===== config.mk =====
export PLATFORM = sky130hd
export DESIGN_NAME = alu_control_mdu
export DESIGN_NICKNAME = d
export VERILOG_FILES = /design/src/rtl/alu_control_mdu.sv
export SDC_FILE = /design/constraint.sdc
export NUM_CORES = 1
export LEC_CHECK = 0
export CORE_MARGIN = 1
export CORE_UTILIZATION = 58
export CTS_BUF_LIST = sky130_fd_sc_hd__clkbuf_8
export DETAILED_ROUTE_END_ITERATION = 6
export PLACE_DENSITY = 0.93
export SYNTH_ARGS = -nofsm -noshare
export SYNTH_HDL_FRONTEND = slang
export SYNTH_SLANG_ARGS = --single-unit

===== constraint.sdc =====
create_clock -name i_clk -period 3.5 [get_ports i_clk]
set_input_delay 0.525 -clock i_clk [delete_from_list [all_inputs] [get_ports i_clk]]
set_output_delay 0.525 -clock i_clk [all_outputs]
set_load 0.02 [all_outputs]

===== src/rtl/alu_control_mdu.sv =====
// alu_control_mdu: ALU control decoder plus an iterative unsigned multiply/divide unit.
//
// Ports:
//   i_clk, i_rst_n        rising-edge clock, synchronous active-low reset
//   i_alu_op, i_funct     op class and funct field; decoded combinationally to o_alu_ctrl/o_illegal
//   i_issue               instruction in EX is valid; starts MULTU/DIVU when idle
//   i_flush               cancels an in-flight multiply/divide, blocks a same-cycle start
//   i_src_a, i_src_b      multiplicand/dividend and multiplier/divisor
//   o_busy                multiply/divide in flight (stall request)
//   o_done, o_div0        one-cycle pulses after HI/LO are written (div0: divisor was zero)
//   o_hi, o_lo            HI/LO result registers
module alu_control_mdu #(
    parameter int unsigned WIDTH   = 32,
    parameter int unsigned FUNCT_W = 6
) (
    input  logic               i_clk,
    input  logic               i_rst_n,
    input  logic [1:0]         i_alu_op,
    input  logic [FUNCT_W-1:0] i_funct,
    input  logic               i_issue,
    input  logic               i_flush,
    input  logic [WIDTH-1:0]   i_src_a,
    input  logic [WIDTH-1:0]   i_src_b,
    output logic [3:0]         o_alu_ctrl,
    output logic               o_illegal,
    output logic               o_busy,
    output logic               o_done,
    output logic               o_div0,
    output logic [WIDTH-1:0]   o_hi,
    output logic [WIDTH-1:0]   o_lo
);

    localparam int unsigned      CNT_W   = $clog2(WIDTH);
    localparam logic [CNT_W-1:0] LAST    = CNT_W'(WIDTH - 1);
    localparam logic [FUNCT_W-1:0] F_ADD   = FUNCT_W'(6'b100000);
    localparam logic [FUNCT_W-1:0] F_SUB   = FUNCT_W'(6'b100010);
    localparam logic [FUNCT_W-1:0] F_AND   = FUNCT_W'(6'b100100);
    localparam logic [FUNCT_W-1:0] F_OR    = FUNCT_W'(6'b100101);
    localparam logic [FUNCT_W-1:0] F_SLT   = FUNCT_W'(6'b101010);
    localparam logic [FUNCT_W-1:0] F_NOR   = FUNCT_W'(6'b100111);
    localparam logic [FUNCT_W-1:0] F_MFHI  = FUNCT_W'(6'b010000);
    localparam logic [FUNCT_W-1:0] F_MFLO  = FUNCT_W'(6'b010010);
    localparam logic [FUNCT_W-1:0] F_MULTU = FUNCT_W'(6'b011001);
    localparam logic [FUNCT_W-1:0] F_DIVU  = FUNCT_W'(6'b011011);

    typedef enum logic [1:0] {StIdle, StMul, StDiv} state_e;

    state_e           r_state;
    state_e           w_state_next;
    logic [CNT_W-1:0] r_cnt;
    logic [WIDTH-1:0] r_a;     // multiplicand, or dividend shifting into quotient
    logic [WIDTH-1:0] r_b;     // multiplier (shifts out LSB-first, receives product low), or divisor
    logic [WIDTH-1:0] r_part;  // product high half, or partial remainder
    logic [WIDTH-1:0] r_hi;
    logic [WIDTH-1:0] r_lo;
    logic             r_done;
    logic             r_div0;

    logic w_is_multu;
    logic w_is_divu;
    logic w_start;
    logic w_last;

    // ---------------- decode ----------------
    always_comb begin
        o_alu_ctrl = 4'b1111;
        o_illegal  = 1'b1;
        case (i_alu_op)
            2'b00: begin o_alu_ctrl = 4'b0010; o_illegal = 1'b0; end
            2'b01: begin o_alu_ctrl = 4'b0110; o_illegal = 1'b0; end
            2'b10: begin
                o_illegal = 1'b0;
                case (i_funct)
                    F_ADD:   o_alu_ctrl = 4'b0010;
                    F_SUB:   o_alu_ctrl = 4'b0110;
                    F_AND:   o_alu_ctrl = 4'b0000;
                    F_OR:    o_alu_ctrl = 4'b0001;
                    F_SLT:   o_alu_ctrl = 4'b0111;
                    F_NOR:   o_alu_ctrl = 4'b1100;
                    F_MFHI:  o_alu_ctrl = 4'b1000;
                    F_MFLO:  o_alu_ctrl = 4'b1001;
                    F_MULTU: o_alu_ctrl = 4'b1010;
                    F_DIVU:  o_alu_ctrl = 4'b1011;
                    default: begin o_alu_ctrl = 4'b1111; o_illegal = 1'b1; end
                endcase
            end
            default: begin o_alu_ctrl = 4'b1111; o_illegal = 1'b1; end
        endcase
    end

    assign w_is_multu = (i_alu_op == 2'b10) && (i_funct == F_MULTU);
    assign w_is_divu  = (i_alu_op == 2'b10) && (i_funct == F_DIVU);
    // flush beats issue, so a flushed cycle never starts anything
    assign w_start    = (r_state == StIdle) && i_issue && !i_flush && (w_is_multu || w_is_divu);
    assign w_last     = (r_cnt == LAST);

    // ---------------- FSM ----------------
    always_ff @(posedge i_clk) begin
        if (!i_rst_n) r_state <= StIdle;
        else          r_state <= w_state_next;
    end

    always_comb begin
        w_state_next = r_state;
        unique case (r_state)
            StIdle: begin
                if (w_start) w_state_next = w_is_multu ? StMul : StDiv;
            end
            StMul, StDiv: begin
                if (i_flush || w_last) w_state_next = StIdle;
            end
            default: w_state_next = StIdle;
        endcase
    end

    always_comb begin
        o_busy = (r_state != StIdle);
    end

    // ---------------- datapath ----------------
    logic [WIDTH:0]   w_mul_sum;
    logic [WIDTH:0]   w_rem_sh;
    logic [WIDTH-1:0] w_div_diff;
    logic             w_div_ge;
    logic [WIDTH-1:0] w_div_rem;
    logic [WIDTH-1:0] w_div_quo;

    assign w_mul_sum  = {1'b0, r_part} + (r_b[0] ? {1'b0, r_a} : '0);
    assign w_rem_sh   = {r_part, r_a[WIDTH-1]};
    // remainder after a successful subtract is below the divisor, so WIDTH bits suffice
    assign w_div_ge   = (w_rem_sh >= {1'b0, r_b});
    assign w_div_diff = w_rem_sh[WIDTH-1:0] - r_b;
    assign w_div_rem  = w_div_ge ? w_div_diff : w_rem_sh[WIDTH-1:0];
    assign w_div_quo  = {r_a[WIDTH-2:0], w_div_ge};

    always_ff @(posedge i_clk) begin
        if (!i_rst_n) begin
            r_cnt  <= '0;
            r_a    <= '0;
            r_b    <= '0;
            r_part <= '0;
            r_hi   <= '0;
            r_lo   <= '0;
            r_done <= 1'b0;
            r_div0 <= 1'b0;
        end else begin
            r_done <= 1'b0;
            r_div0 <= 1'b0;
            if (w_start) begin
                r_a    <= i_src_a;
                r_b    <= i_src_b;
                r_part <= '0;
                r_cnt  <= '0;
            end else if (i_flush) begin
                r_cnt <= '0;
            end else if (r_state == StMul) begin
                // {part, b} shifts right one bit per step; product low bits fill b from the top
                r_part <= w_mul_sum[WIDTH:1];
                r_b    <= {w_mul_sum[0], r_b[WIDTH-1:1]};
                r_cnt  <= r_cnt + CNT_W'(1);
                if (w_last) begin
                    r_hi   <= w_mul_sum[WIDTH:1];
                    r_lo   <= {w_mul_sum[0], r_b[WIDTH-1:1]};
                    r_done <= 1'b1;
                    r_cnt  <= '0;
                end
            end else if (r_state == StDiv) begin
                r_part <= w_div_rem;
                r_a    <= w_div_quo;
                r_cnt  <= r_cnt + CNT_W'(1);
                if (w_last) begin
                    r_hi   <= w_div_rem;
                    r_lo   <= w_div_quo;
                    r_done <= 1'b1;
                    r_div0 <= (r_b == '0);
                    r_cnt  <= '0;
                end
            end
        end
    end

    assign o_done = r_done;
    assign o_div0 = r_div0;
    assign o_hi   = r_hi;
    assign o_lo   = r_lo;

endmodule

==> impl_summary.txt <==
----------------------------------------------------
[STA]
  Layout Skew ... 0.0180 ns
  Unrepaired setup endpoints after global routing ... no
  Final-report max-slew violation count ... 0
  Top achievable clock speed ... 297 MHz
  Hold violation total from the final report ... 0
  Slew at the pin closest to its max-slew limit ... 0.950 ns
  Final setup violating endpoints ... 0
  Slew margin rel. ... 36.5%
  Setup tns final ... 0 ns
  Final critical-path share of the clock period ... 96.2%
  Final worst slack ... 0.132 ns
  Minimum clock period after layout ... 3.37 ns

[Clocking]
  CTS tree ... built
  Cts bufs inserted ... 17
  Buffers inserted by post-CTS timing repair ... 0
  CTS clock-pin slew for the worst setup and hold paths ... ~0.1 ns
  Number of clock sinks ... between 150 and 200
  Clock root cell ... clkbuf_8
  Number of hold buffers added after CTS ... 0
  Maximum level of the CTS H-tree ... 4
  Insertion delay of the later-clocked pin in the worst-skew pair ... 0.48 ns
  Maximum root-to-sink buffer count ... 2
  Post-cts resize count ... 0

[Setup path]
  Critical Path Max Stage Delay ... 0.44 ns
  Critical path type ... flip-flop to flip-flop
  CP Data Arrival Time ... 3.71 ns
  Critical path launch point type ... flip-flop
  Worst Path Required ... 3.84 ns
  Ordered cell list for the critical path ... inv_1, ha_2, nand4_1, nor3_1, and3_1, nand2_1, a21oi_1, or3_1, nand2_2, buf_4, or3_1, o211ai_1, o21ai_0
  Nature of the critical path endpoint ... flip-flop
  Most common cell type on the critical path ... or3_1
  Largest fanout of any net on the critical path ... 8
  Cell with the biggest individual delay on the critical path ... dfxtp_1

[Yosys]
  Async S/R FF share, synth ... 0%
  Post-Synthesis Mean Instance Area ... roughly 8.1 µm²
  Most numerous cell in the Yosys netlist ... nand2_1
  Total of warnings raised by yosys ... 0
  Post-synth EDFFs ... 0
  Commonest register cell after synthesis ... dfxtp_1
  Post-synthesis cell type count ... 74
  Cell count after synthesis ... 1447
  Dominant cell type by area after synthesis ... dfxtp_1
  Synth Register Bits ... 169
  Post-synthesis instance area ... between 0.01 and 0.015 mm²
  Sequential element share of the synthesized area ... 28.8%
  Leading post-synthesis cells by instance count ... nand2_1 (191), dfxtp_1 (169), o211a_1 (98)
  Synth area leaders ... dfxtp_1 (29%), o211a_1 (8.4%), ha_1 (7.5%)
  Yosys top cell area share ... 28.8%
  Synthesized net count ... between 1500 and 2000

[Detailed routing]
  First-pass iteration count of the detailed router ... 6
  # DRC ... 0
  Detailed-route via count ... 11800
  Post-DR vias/cell ... about 6.3
  Post-detailed-route count of antenna-violating nets ... 0
  Overall routed net length ... roughly 38000 µm
  DRC violation total after the first TritonRoute iteration ... 1351
  Routed length per placed instance ... about 20 µm

[Power]
  Standby leakage power ... 0.00675 µW
  Power per unit of standard cell area ... ~250 mW/mm²
  Maximum ir drop on the vdd rail ... approximately 200 µV

[Run]
  Count of maximum capacitance violations ... 0

[Cells and area]
  Relative area change from synthesis to final layout ... 21.7%
  Post-layout net count ... around 1700
  Filler cell count ... about 1600
  Final Core Density ... 72.7%
  Fraction of layout instances using a drive strength above 1 ... between 10% and 20%

[Place]
  Buffers on Ports ... 147
  Post-DP HPWL ... approximately 29000 µm
  GP Congestion ... 0.972
  Setup WS pre-CTS ... 0.154 ns

[Global routing]
  Pin count of the biggest net entering global routing ... slightly below 90
  Overflow left after global routing ... 0
  Gr usage total ... 36.8%
  Vias in the first global route ... 10800
  Antenna violations before repair ... 2
  Wire length of the first global-routing pass ... 58300 µm

[Min path]
  Class of the tightest hold or removal check ... flip-flop to flip-flop

[Floorplan]
  Number of standard-cell rows in the floorplan ... 51
  Die area ... between 0.02 and 0.025 mm²
  Horiz. Die Dim ... about 140 µm
  Die extent in y ... 144 µm
  I/O pin count ... 148
  Effective utilization at floorplan ... between 50% and 60%
  Floorplan Core Area ... approximately 0.020 mm²

[Run status]
  Run status ... finished clean

----------------------------------------------------
[placed cells by master (no fill, tap or decap), types with 9 or more instances in the layout]
cell,count
o211ai_1,51
buf_4,83
nor2b_1,17
nor2_1,64
a21oi_1,90
o21ai_1,24
nand4_1,18
a21boi_0,11
and2_1,38
xnor2_1,33
xor2_1,22
dfxtp_1,169
clkbuf_8,18
nand2b_1,12
ha_1,64
nand2_1,191
nand3_1,52
mux2_4,12
o211a_1,98
mux2i_1,68
o21bai_1,9
a21o_1,29
clkdlybuf4s50_1,146
nor3_1,18
inv_1,46
o21ai_0,71
[where the power goes]
part	leakage, µW	total (µW)	internal [µW]	switching, µW
Clock	0.000190	1410	542	863
Combinational	0.00520	232	123	108
Sequential	0.00136	1930	1920	2.84
[logic make-up (layout without fill, tap and decap cells)]
| kind of cell | count (synthesis) | count (layout) | share of synthesized area, % |
|---|---|---|---|
| and+or+nand+nor | 451 | 451 | 18.1 |
| buffers and inverters | 152 | 312 | 5.19 |
| DFF | 169 | 169 | 28.8 |
| AOI/OAI and AO/OA | 467 | 467 | 28.5 |
| muxes | 81 | 81 | 7.42 |
| other | 0 | 1 | 0 |
| adders and majority gates | 72 | 72 | 7.80 |
| xor gates and xnor gates | 55 | 55 | 4.10 |
[worst paths after layout]
| check | start | endpoint | slack [ns] | cells past startpoint |
|---|---|---|---|---|
| worst max-delay path | r_b[16] | o_hi[23] | 0.13 | 13 |
| worst min-delay path | o_hi[9] | o_hi[9] | 0.46 | 2 |
| worst max register to register | r_b[16] | o_hi[23] | 0.13 | 13 |
| worst min register to register | o_hi[9] | o_hi[9] | 0.46 | 2 |
[critical path: cells and delay by family, from the launching register on]
family,cells,cell delay (ns)
simple gates,7,1.33
buf+inv,2,0.28
compound gates,3,0.77
flops,1,0.44
fa+ha+maj,1,0.41
[stage by stage]
stage          cells  area (µm²)  hold slack [ns]  total power (µW)
2_1_floorplan   1447       11700            0.444              2070
3_3_place_gp    1840       13900            0.441              2190
3_5_place_dp    1840       13900            0.447              2200
4_1_cts         1872       14200            0.460              3560
5_1_grt         1872       14300            0.486              3670
6_report        1873       14300            0.457              3560
[sequential cells by signal, summed over array words and instances (netlist names)]
signal and flops:
o_lo 32, r_a 32, r_part 32, o_hi 32, o_done 1, r_cnt 5, o_div0 1, r_b 32
r_state 2
[area by class of cell]
type | instances | area (µm²) | share of cell area, %
Multi-Input combinational cell | 1126 | 7830 | 54.8
Clock buffer | 18 | 248 | 1.73
Tap cell | 265 | 332 | 2.32
Sequential cell | 169 | 3380 | 23.7
Inverter | 46 | 173 | 1.21
Timing Repair Buffer | 234 | 2180 | 15.3
Clock inverter | 14 | 131 | 0.920
Antenna cell | 1 | 2.50 | 0.0175
[layer usage]
metal / global-route usage (%) / vias to the layer above / wire length, µm
met5: 1.25 / - / 34
met4: 10.6 / 2 / 706
met3: 5.10 / 59 / 3470
met2: 56.9 / 588 / 16500
met1: 52.7 / 5585 / 17300
li1: - / 5549 / -
Note: power is estimated with default switching activity, not from simulation.
